## src/rtl/serial_aleb_cmp_if.sv

```systemverilog
// Request/result bundle for the serial A<=B comparator.
// Ports: START/A/B/CIN toward the comparator; BUSY/DONE/LE back.
interface serial_aleb_cmp_if #(
  parameter int WIDTH = 16
);
  logic             START;
  logic [WIDTH-1:0] A;
  logic [WIDTH-1:0] B;
  logic             CIN;
  logic             BUSY;
  logic             DONE;
  logic             LE;

  modport master (
    output START, A, B, CIN,
    input  BUSY, DONE, LE
  );

  modport slave (
    input  START, A, B, CIN,
    output BUSY, DONE, LE
  );
endinterface

```

## src/rtl/serial_aleb_cmp.sv

```systemverilog
// Serial unsigned A<=B comparator, 2 bits per clock, LSB first.
// Ports: CLK, RST (sync, active-high), bus (slave: START/A/B/CIN in,
// BUSY/DONE/LE out). LE = (A<B) | (A==B & CIN), valid at the DONE pulse.
module serial_aleb_cmp #(
  parameter int WIDTH = 16
) (
  input  logic               CLK,
  input  logic               RST,
  serial_aleb_cmp_if.slave   bus
);

  localparam int N  = WIDTH / 2;
  localparam int IW = (N > 1) ? $clog2(N) : 1;
  localparam logic [IW-1:0] LAST = IW'(N - 1);

  typedef enum logic [1:0] {
    IDLE = 2'd0,
    RUN  = 2'd1,
    FIN  = 2'd2
  } state_e;

  state_e           state_q, state_d;
  logic [IW-1:0]    idx_q, idx_d;
  logic [WIDTH-1:0] a_q, a_d;
  logic [WIDTH-1:0] b_q, b_d;
  logic             c_q, c_d;
  logic             le_q, le_d;
  logic             done_q, done_d;
  logic             busy_q, busy_d;

  logic [1:0] a_sl;
  logic [1:0] b_sl;
  logic       c1;
  logic       c2;

  assign a_sl = a_q[2*int'(idx_q) +: 2];
  assign b_sl = b_q[2*int'(idx_q) +: 2];

  // Carry = "lower bits of A <= lower bits of B so far"; a higher
  // bit that differs overrides, an equal bit passes the carry on.
  assign c1 = (b_sl[0] & ~a_sl[0])
            | ((b_sl[0] | ~a_sl[0]) & c_q);
  assign c2 = (b_sl[1] & ~a_sl[1])
            | ((b_sl[1] | ~a_sl[1]) & c1);

  always_comb begin
    state_d = state_q;
    idx_d   = idx_q;
    a_d     = a_q;
    b_d     = b_q;
    c_d     = c_q;
    le_d    = le_q;
    done_d  = 1'b0;
    busy_d  = busy_q;
    unique case (state_q)
      IDLE: begin
        if (bus.START) begin
          a_d     = bus.A;
          b_d     = bus.B;
          c_d     = bus.CIN;
          idx_d   = '0;
          busy_d  = 1'b1;
          state_d = RUN;
        end
      end
      RUN: begin
        c_d = c2;
        // Index holds at the last slice rather than wrapping.
        if (idx_q == LAST) begin
          state_d = FIN;
        end else begin
          idx_d = idx_q + 1'b1;
        end
      end
      FIN: begin
        le_d    = c_q;
        done_d  = 1'b1;
        busy_d  = 1'b0;
        state_d = IDLE;
      end
      default: begin
        busy_d  = 1'b0;
        state_d = IDLE;
      end
    endcase
  end

  always_ff @(posedge CLK) begin
    if (RST) begin
      state_q <= IDLE;
      idx_q   <= '0;
      a_q     <= '0;
      b_q     <= '0;
      c_q     <= 1'b0;
      le_q    <= 1'b0;
      done_q  <= 1'b0;
      busy_q  <= 1'b0;
    end else begin
      state_q <= state_d;
      idx_q   <= idx_d;
      a_q     <= a_d;
      b_q     <= b_d;
      c_q     <= c_d;
      le_q    <= le_d;
      done_q  <= done_d;
      busy_q  <= busy_d;
    end
  end

  assign bus.BUSY = busy_q;
  assign bus.DONE = done_q;
  assign bus.LE   = le_q;

endmodule

```

## src/flat_wrapper.sv

```systemverilog
// flat-port wrapper written by rule: the top's interface ports become plain ports
module serial_aleb_cmp_flat 
#(
  parameter int WIDTH = 16
)
  (CLK, RST, bus_START, bus_A, bus_B, bus_CIN, bus_BUSY, bus_DONE, bus_LE);
  serial_aleb_cmp_if #(.WIDTH(WIDTH)) bus_i ();
  input  logic CLK;
  input  logic RST;
  input wire logic [$bits(bus_i.START)-1:0] bus_START;
  input wire logic [$bits(bus_i.A)-1:0] bus_A;
  input wire logic [$bits(bus_i.B)-1:0] bus_B;
  input wire logic [$bits(bus_i.CIN)-1:0] bus_CIN;
  output wire logic [$bits(bus_i.BUSY)-1:0] bus_BUSY;
  output wire logic [$bits(bus_i.DONE)-1:0] bus_DONE;
  output wire logic [$bits(bus_i.LE)-1:0] bus_LE;
  assign bus_i.START = bus_START;
  assign bus_i.A = bus_A;
  assign bus_i.B = bus_B;
  assign bus_i.CIN = bus_CIN;
  assign bus_BUSY = bus_i.BUSY;
  assign bus_DONE = bus_i.DONE;
  assign bus_LE = bus_i.LE;
  serial_aleb_cmp #(.WIDTH(WIDTH)) u_core (.CLK(CLK), .RST(RST), .bus(bus_i));
endmodule
```

## config.mk

```make
export PLATFORM = sky130hd
export DESIGN_NAME = serial_aleb_cmp_flat
export DESIGN_NICKNAME = d
export VERILOG_FILES = /design/src/rtl/serial_aleb_cmp_if.sv /design/src/rtl/serial_aleb_cmp.sv /design/src/flat_wrapper.sv
export SDC_FILE = /design/constraint.sdc
export NUM_CORES = 1
export LEC_CHECK = 0
export ABC_CLOCK_PERIOD_IN_PS = 1900
export BUFFER_PORTS_ARGS = -buffer_cell sky130_fd_sc_hd__clkbuf_2
export CAP_MARGIN = 20
export CORE_ASPECT_RATIO = 1.1
export CORE_MARGIN = 3
export CORE_UTILIZATION = 45
export CTS_BUF_LIST = sky130_fd_sc_hd__clkbuf_16
export CTS_CLUSTER_SIZE = 28
export DETAILED_ROUTE_END_ITERATION = 6
export HOLD_SLACK_MARGIN = 0.15
export PLACE_DENSITY_LB_ADDON = 0.25
export SYNTH_ARGS = -nofsm -noshare
export SYNTH_HDL_FRONTEND = slang
export SYNTH_SLANG_ARGS = --single-unit
```

## constraint.sdc

```tcl
create_clock -name CLK -period 1.9 [get_ports CLK]
set_clock_uncertainty 0.2 [all_clocks]
set_input_delay 0.19 -clock CLK [delete_from_list [all_inputs] [get_ports CLK]]
set_output_delay 0.19 -clock CLK [all_outputs]
set_load 0.005 [all_outputs]
```

==> flow_metrics.py, run 1 <==
metrics = {
    "cells_and_area": {
        "drive_above_1_share": 0.248,
        "nFillCells": 281,
        "syn2layout_area_growth_pct": 45.3,
        "diodes": 0,
        "utilization": 0.718,
        "nets": 311,
    },
    "worst_setup_path": {
        "max_stage_delay_ns": 0.50,
        "cp.buffers_inverters": 1,
        "cp_slowest_cell": "mux4_2",
        "path_delay_family": "multiplexers",
        "cp.arrival_ns": 1.88,
        "worstPathCellList": "buf_12 -> mux4_2 -> nor2b_1 -> o221ai_1 -> and3_1 -> o41ai_2",
        "cp-start-kind": "register",
        "crit_required_ns": 1.89,
        "path_class": "register to register",
        "end_kind": "register",
        "crit_path_max_fanout": 4,
    },
    "synthesis": {
        "syn-num-nets": 236,
        "ys_top_cells_by_count": "67 x nand2_1, 41 x dfxtp_1, 35 x a21oi_1, 12 x clkbuf_1, 9 x nor2_1",
        "yosys_most_used_dff": "dfxtp_1",
        "synth_top_area_frac": 0.475,
        "ys_seq_area_frac": 0.475,
        "synth-simple-area-share": 0.211,
        "synth_edf_count": 0,
        "syn_area_sq_um": 1730,
        "async_flop_share": 0,
        "synth_compound_area_frac": 0.137,
        "synth_largest_area_cell": "dfxtp_1",
        "synthXorXnorAreaFrac": 0,
        "synth_top_family_by_area": "simple AND/OR/NAND/NOR gates",
        "yosysMostFrequentCell": "nand2_1",
        "synthAdderAreaFrac": 0.0145,
        "synthMuxAreaShare": 0.123,
        "ys_seq_elements": 41,
        "synthTopCellsByArea": "dfxtp_1 48%, nand2_1 15%, a21oi_1 10%, mux4_1 9.1%, clkbuf_1 2.6%",
        "yosysWarnings": 0,
        "postSynthCellCount": 198,
        "avgSynthCellArea_sq_um": 8.72,
        "ys_types": 24,
    },
    "route": {
        "drc": 0,
        "route.vias.total": 1599,
        "via_per_inst": 4.97,
        "drtPass1Iterations": 4,
        "wl_per_cell_um": 13.2,
        "drtIter0Drc": 48,
        "drt.antenna.violating_nets": 0,
        "wirelength_um": 4240,
    },
    "min_path": {
        "hold_path.class": "primary input to register",
    },
    "cts": {
        "cts_tree": "yes",
        "cts_root_buffer": "clkbuf_16",
        "cts_buffers": 5,
        "clockBufferDepth": 2,
        "clkSinkCount": 41,
        "cts_max_level": 2,
        "path_clk_slew_ns": 0.06,
        "clk_latency_ns": 0.28,
    },
    "place": {
        "dp_hpwl_um": 2510,
        "port-buffer-count": 38,
        "place.gp.congestion": 0.748,
    },
    "timing": {
        "fin_setup_tns_ns": 0,
        "worst_pin_slew_ns": 0.412,
        "rsz0062_at_grt": "true",
        "min_period_over_period": 0.996,
        "hold_ws_ns": 0.167,
        "finalHoldViolCount": 0,
        "min_period_ns": 1.89,
        "drv_slew": 0,
        "maxSlewHeadroom": 0.726,
        "max_freq_ghz": 0.529,
        "finalSetupViolations": 0,
    },
    "grt": {
        "overflow": 0,
        "grt_use_total": 0.201,
        "grt_pass1_vias": 1558,
        "grt_pass1_wl_um": 7160,
        "antenna_found_initial": 0,
        "grt_max_degree": 33,
    },
    "run": {
        "maxCapViolCount": 0,
    },
    "floorplanning": {
        "pin_count": 39,
        "dieWidth_um": 65.1,
        "dieArea_sq_um": 4620,
        "core_region_area_sq_um": 3500,
        "start_util": 0.494,
        "die_y_um": 71.0,
        "num_rows": 22,
    },
    "outcome": {
        "outcome": "finished clean",
    },
    "power_and_ir_drop": {
        "p_leak_nw": 1.07,
        "power_density_nw_per_um2": 815,
        "power_w": 0.00205,
        "ir_drop_mv": 0.804,
    },
}
-- metal layers --
metal,global-route usage,vias up,part of all wire
li1,-,820,-
met1,0.240,740,0.43
met2,0.345,34,0.52
met3,0.0460,5,0.037
met4,0.0829,0,0.016
met5,0,-,0
-- cells in the final DEF, fill, tap and decap left out, types with 2 or more instances in the layout --
cell / count
clkbuf_2: 38
ha_1: 2
o221ai_1: 2
mux4_2: 5
dlygate4sd3_1: 34
clkbuf_16: 5
buf_12: 2
nor2_1: 7
nor2_2: 2
nand2_1: 67
nor3_1: 2
buf_4: 6
a21oi_1: 34
mux4_1: 3
dfxtp_1: 39
clkinv_2: 2
nand2b_1: 3
inv_1: 4
-- cells by family (layout without fill, tap and decap cells) --
kind of cell | Yosys count | in the layout
AO/OA/AOI/OAI | 42 | 42
flip-flops | 41 | 41
buffers and inverters | 16 | 92
adder cells (fa/ha/maj) | 2 | 2
AND/OR/NAND/NOR | 88 | 88
multiplexers | 9 | 9
-- state kept, by name, summed over array words and instances, names as in the netlist --
register         count
u_core.a_q          16
u_core.b_q          16
u_core.bus.BUSY      1
u_core.bus.DONE      1
u_core.bus.LE        1
u_core.c_q           1
u_core.idx_q         3
u_core.state_q       2
-- stage by stage --
stage,area [sq um],setup WS (ns),std cells
after global placement,1980,-0.158,277
after CTS,2490,0.00397,321
after global routing,2510,-0.102,322
after detailed placement,1980,-0.222,277
after floorplan,1730,0.0234,198
final,2510,0.00841,322
-- cell type report --
type | count | area (sq um) | share of cell area
Timing Repair Buffer | 81 | 627 | 0.250
Inverter | 3 | 11.3 | 0.00449
Tap cell | 48 | 60.1 | 0.0239
Multi-Input combinational cell | 141 | 846 | 0.337
Clock buffer | 5 | 125 | 0.0499
Sequential cell | 41 | 826 | 0.329
Clock inverter | 3 | 13.8 | 0.00549
-- report_power, final --
part | switching (W) | internal, W
combinational | 0.000134 | 0.000168
clock | 0.000323 | 0.000476
sequential | 0.0000343 | 0.000910
-- worst paths after layout --
kind	from	to	slack (ns)	depth (start not counted)
worst max-delay path	u_core.idx_q[0]$_SDFFE_PP0P_	u_core.c_q$_SDFFE_PP0P_	0.008	6
worst min-delay path	RST	u_core.a_q[5]$_SDFFE_PP0P_	0.17	2
worst min register to register	u_core.b_q[9]$_SDFFE_PP0P_	u_core.b_q[9]$_SDFFE_PP0P_	0.25	2
worst max register to register	u_core.idx_q[0]$_SDFFE_PP0P_	u_core.c_q$_SDFFE_PP0P_	0.008	6
-- timing repair --
item / in CTS / in global routing
hold buffers: 34 / 0
gates resized for setup: 9 / 4
setup endpoints to repair: 2 / 4
pin swaps: 3 / 2
buffers inserted: 2 / 1
hold endpoints to repair: 34 / 0
Note: power is estimated with default switching activity, not from simulation.
==> run 2, diff against run 1 <==
--- a/config.mk
+++ b/config.mk
@@ -8,9 +8,11 @@
 export ABC_CLOCK_PERIOD_IN_PS = 1900
 export BUFFER_PORTS_ARGS = -buffer_cell sky130_fd_sc_hd__clkbuf_2
 export CAP_MARGIN = 20
+export CELL_PAD_IN_SITES_DETAIL_PLACEMENT = 1
+export CELL_PAD_IN_SITES_GLOBAL_PLACEMENT = 2
 export CORE_ASPECT_RATIO = 1.1
 export CORE_MARGIN = 3
-export CORE_UTILIZATION = 45
+export CORE_UTILIZATION = 28
 export CTS_BUF_LIST = sky130_fd_sc_hd__clkbuf_16
 export CTS_CLUSTER_SIZE = 28
 export DETAILED_ROUTE_END_ITERATION = 6
==> run 2 against run 1 <==
Compared with the run above: the run now ends with setup timing left; global-route usage down 6.1 points; clock power up 19%; power up 7.6%; clock-buffer cell count unchanged; critical path type unchanged; largest cell class unchanged.
==> flow_metrics.py, run 2 (synthesis results as in run 1) <==
metrics = {
    "floorplanning": {
        "core_region_area_sq_um": 5880,
        "dieArea_sq_um": 7150,
        "dieWidth_um": 80.9,
        "start_util": 0.294,
        "num_rows": 29,
        "pin_count": 39,
        "die_y_um": 88.4,
    },
    "power_and_ir_drop": {
        "power_density_nw_per_um2": 847,
        "ir_drop_mv": 0.510,
        "p_leak_nw": 1.10,
    },
    "timing": {
        "finalHoldViolCount": 0,
        "drv_slew": 0,
        "maxSlewHeadroom": 0.613,
        "worst_pin_slew_ns": 0.580,
        "min_period_ns": 1.98,
        "max_freq_ghz": 0.504,
        "rsz0062_at_grt": "true",
        "finalSetupViolations": 1,
        "min_period_over_period": 1.04,
        "setup_ws_ns": -0.0824,
    },
    "min_path": {
        "whs_path_depth": 2,
        "hold_path.class": "register to register",
    },
    "route": {
        "wirelength_um": 4580,
        "route.vias.total": 1609,
        "wl_per_cell_um": 13.0,
        "drt.antenna.violating_nets": 0,
        "drtPass1Iterations": 3,
        "drtIter0Drc": 43,
        "drc": 0,
        "via_per_inst": 4.57,
    },
    "place": {
        "dp.cells": 309,
        "port-buffer-count": 38,
        "place.gp.congestion": 0.682,
        "dp_hpwl_um": 3060,
        "dp_slack_ns": -0.0803,
        "place_area_sq_um": 2040,
    },
    "worst_setup_path": {
        "r2r_cells": 7,
        "max_stage_delay_ns": 0.55,
        "crit_path_max_fanout": 4,
        "crit_required_ns": 1.84,
        "cp-start-kind": "register",
        "path_class": "register to register",
        "cp.arrival_ns": 1.93,
        "cp_slowest_cell": "mux4_1",
        "worstPathCellList": "buf_4 -> buf_6 -> mux4_1 -> nor2b_2 -> o221ai_1 -> and2_4 -> o41ai_4",
        "end_kind": "register",
    },
    "run": {
        "maxCapViolCount": 0,
    },
    "grt": {
        "grt-busiest-layer": "met2",
        "grt_use_met1": 0.164,
        "grt_pass1_vias": 1617,
        "gr-usage-met2": 0.248,
        "grt_pass1_wl_um": 7620,
        "overflow": 0,
        "grt_max_degree": 33,
        "gr-usage-met3": 0.0428,
        "antenna_found_initial": 0,
        "grt_use_total": 0.140,
    },
    "cells_and_area": {
        "mostFrequentLayoutCells": "67 x nand2_1, 39 x dfxtp_1, 38 x clkbuf_2",
        "syn2layout_area_growth_pct": 50.5,
        "drive_above_1_share": 0.244,
        "diodes": 0,
        "utilization": 0.442,
        "nets": 312,
        "stdcell_area_sq_um": 2600,
        "fin_cells": 352,
        "layout_commonest_cell": "nand2_1",
        "largest_registers": "u_core.a_q: 16 flops, u_core.b_q: 16 flops, u_core.idx_q: 3 flops",
        "nFillCells": 714,
    },
    "cts": {
        "path_clk_slew_ns": 0.06,
        "clockBufferDepth": 2,
        "clk_latency_ns": 0.28,
        "cts_max_level": 2,
        "cts_tree": "yes",
        "clkSinkCount": 41,
        "cts_root_buffer": "clkbuf_16",
        "cts_buffers": 5,
    },
    "outcome": {
        "violations": "setup timing",
        "outcome": "complete, but fails checks",
    },
}
==> run 2: where the power goes <==
part           switching (W)  internal [W]
clock network       0.000337      0.000615
registers          0.0000320      0.000909
logic               0.000137      0.000171
==> run 2: worst paths after layout <==
check        slack, ns                         start                    endpoint
min reg2reg       0.26    u_core.a_q[8]$_SDFFE_PP0P_  u_core.a_q[8]$_SDFFE_PP0P_
min               0.26    u_core.a_q[8]$_SDFFE_PP0P_  u_core.a_q[8]$_SDFFE_PP0P_
max reg2reg      -0.08  u_core.idx_q[0]$_SDFFE_PP0P_     u_core.c_q$_SDFFE_PP0P_
max              -0.08  u_core.idx_q[0]$_SDFFE_PP0P_     u_core.c_q$_SDFFE_PP0P_
==> run 2: layout make-up <==
type	instances	area (sq um)	area share
multi-input combinational	141	873	0.336
sequential	41	826	0.318
timing repair buffer	82	626	0.241
clock buffer	5	125	0.0481
tap	77	96.3	0.0371
clock inverter	3	41.3	0.0159
inverter	3	11.3	0.00433
==> run 2: timing repair <==
item | 4_1_cts | 5_1_grt
setup buffers | 0 | 1
hold endpoints to repair | 34 | 0
hold buffers | 34 | 0
gates cloned | 0 | 0
setup endpoints to repair | 1 | 1
resized for setup | 3 | 8
pin swaps | 0 | 5
==> run 2: routing by layer <==
metal	up-vias	wire, um
li1	824	-
met1	757	2010
met2	24	2380
met3	4	138
met4	0	43
met5	-	0
==> run 2: worst max-delay path, delay by kind of cell, from the launching register on <==
family                 cells  cell delay, ns
and+or+nand+nor            2            0.35
buffers and inverters      2            0.21
AOI/OAI and AO/OA          2            0.19
muxes                      1            0.55
DFF                        1            0.35
==> run 2: stage by stage <==
step           hold WS [ns]  TNS (ns)  total power [W]
2_1_floorplan         0.126         0          0.00110
3_3_place_gp          0.220   -0.0232          0.00119
3_5_place_dp          0.222   -0.0803          0.00120
4_1_cts               0.259   -0.0727          0.00222
5_1_grt               0.275    -0.175          0.00232
6_report              0.256   -0.0824          0.00220
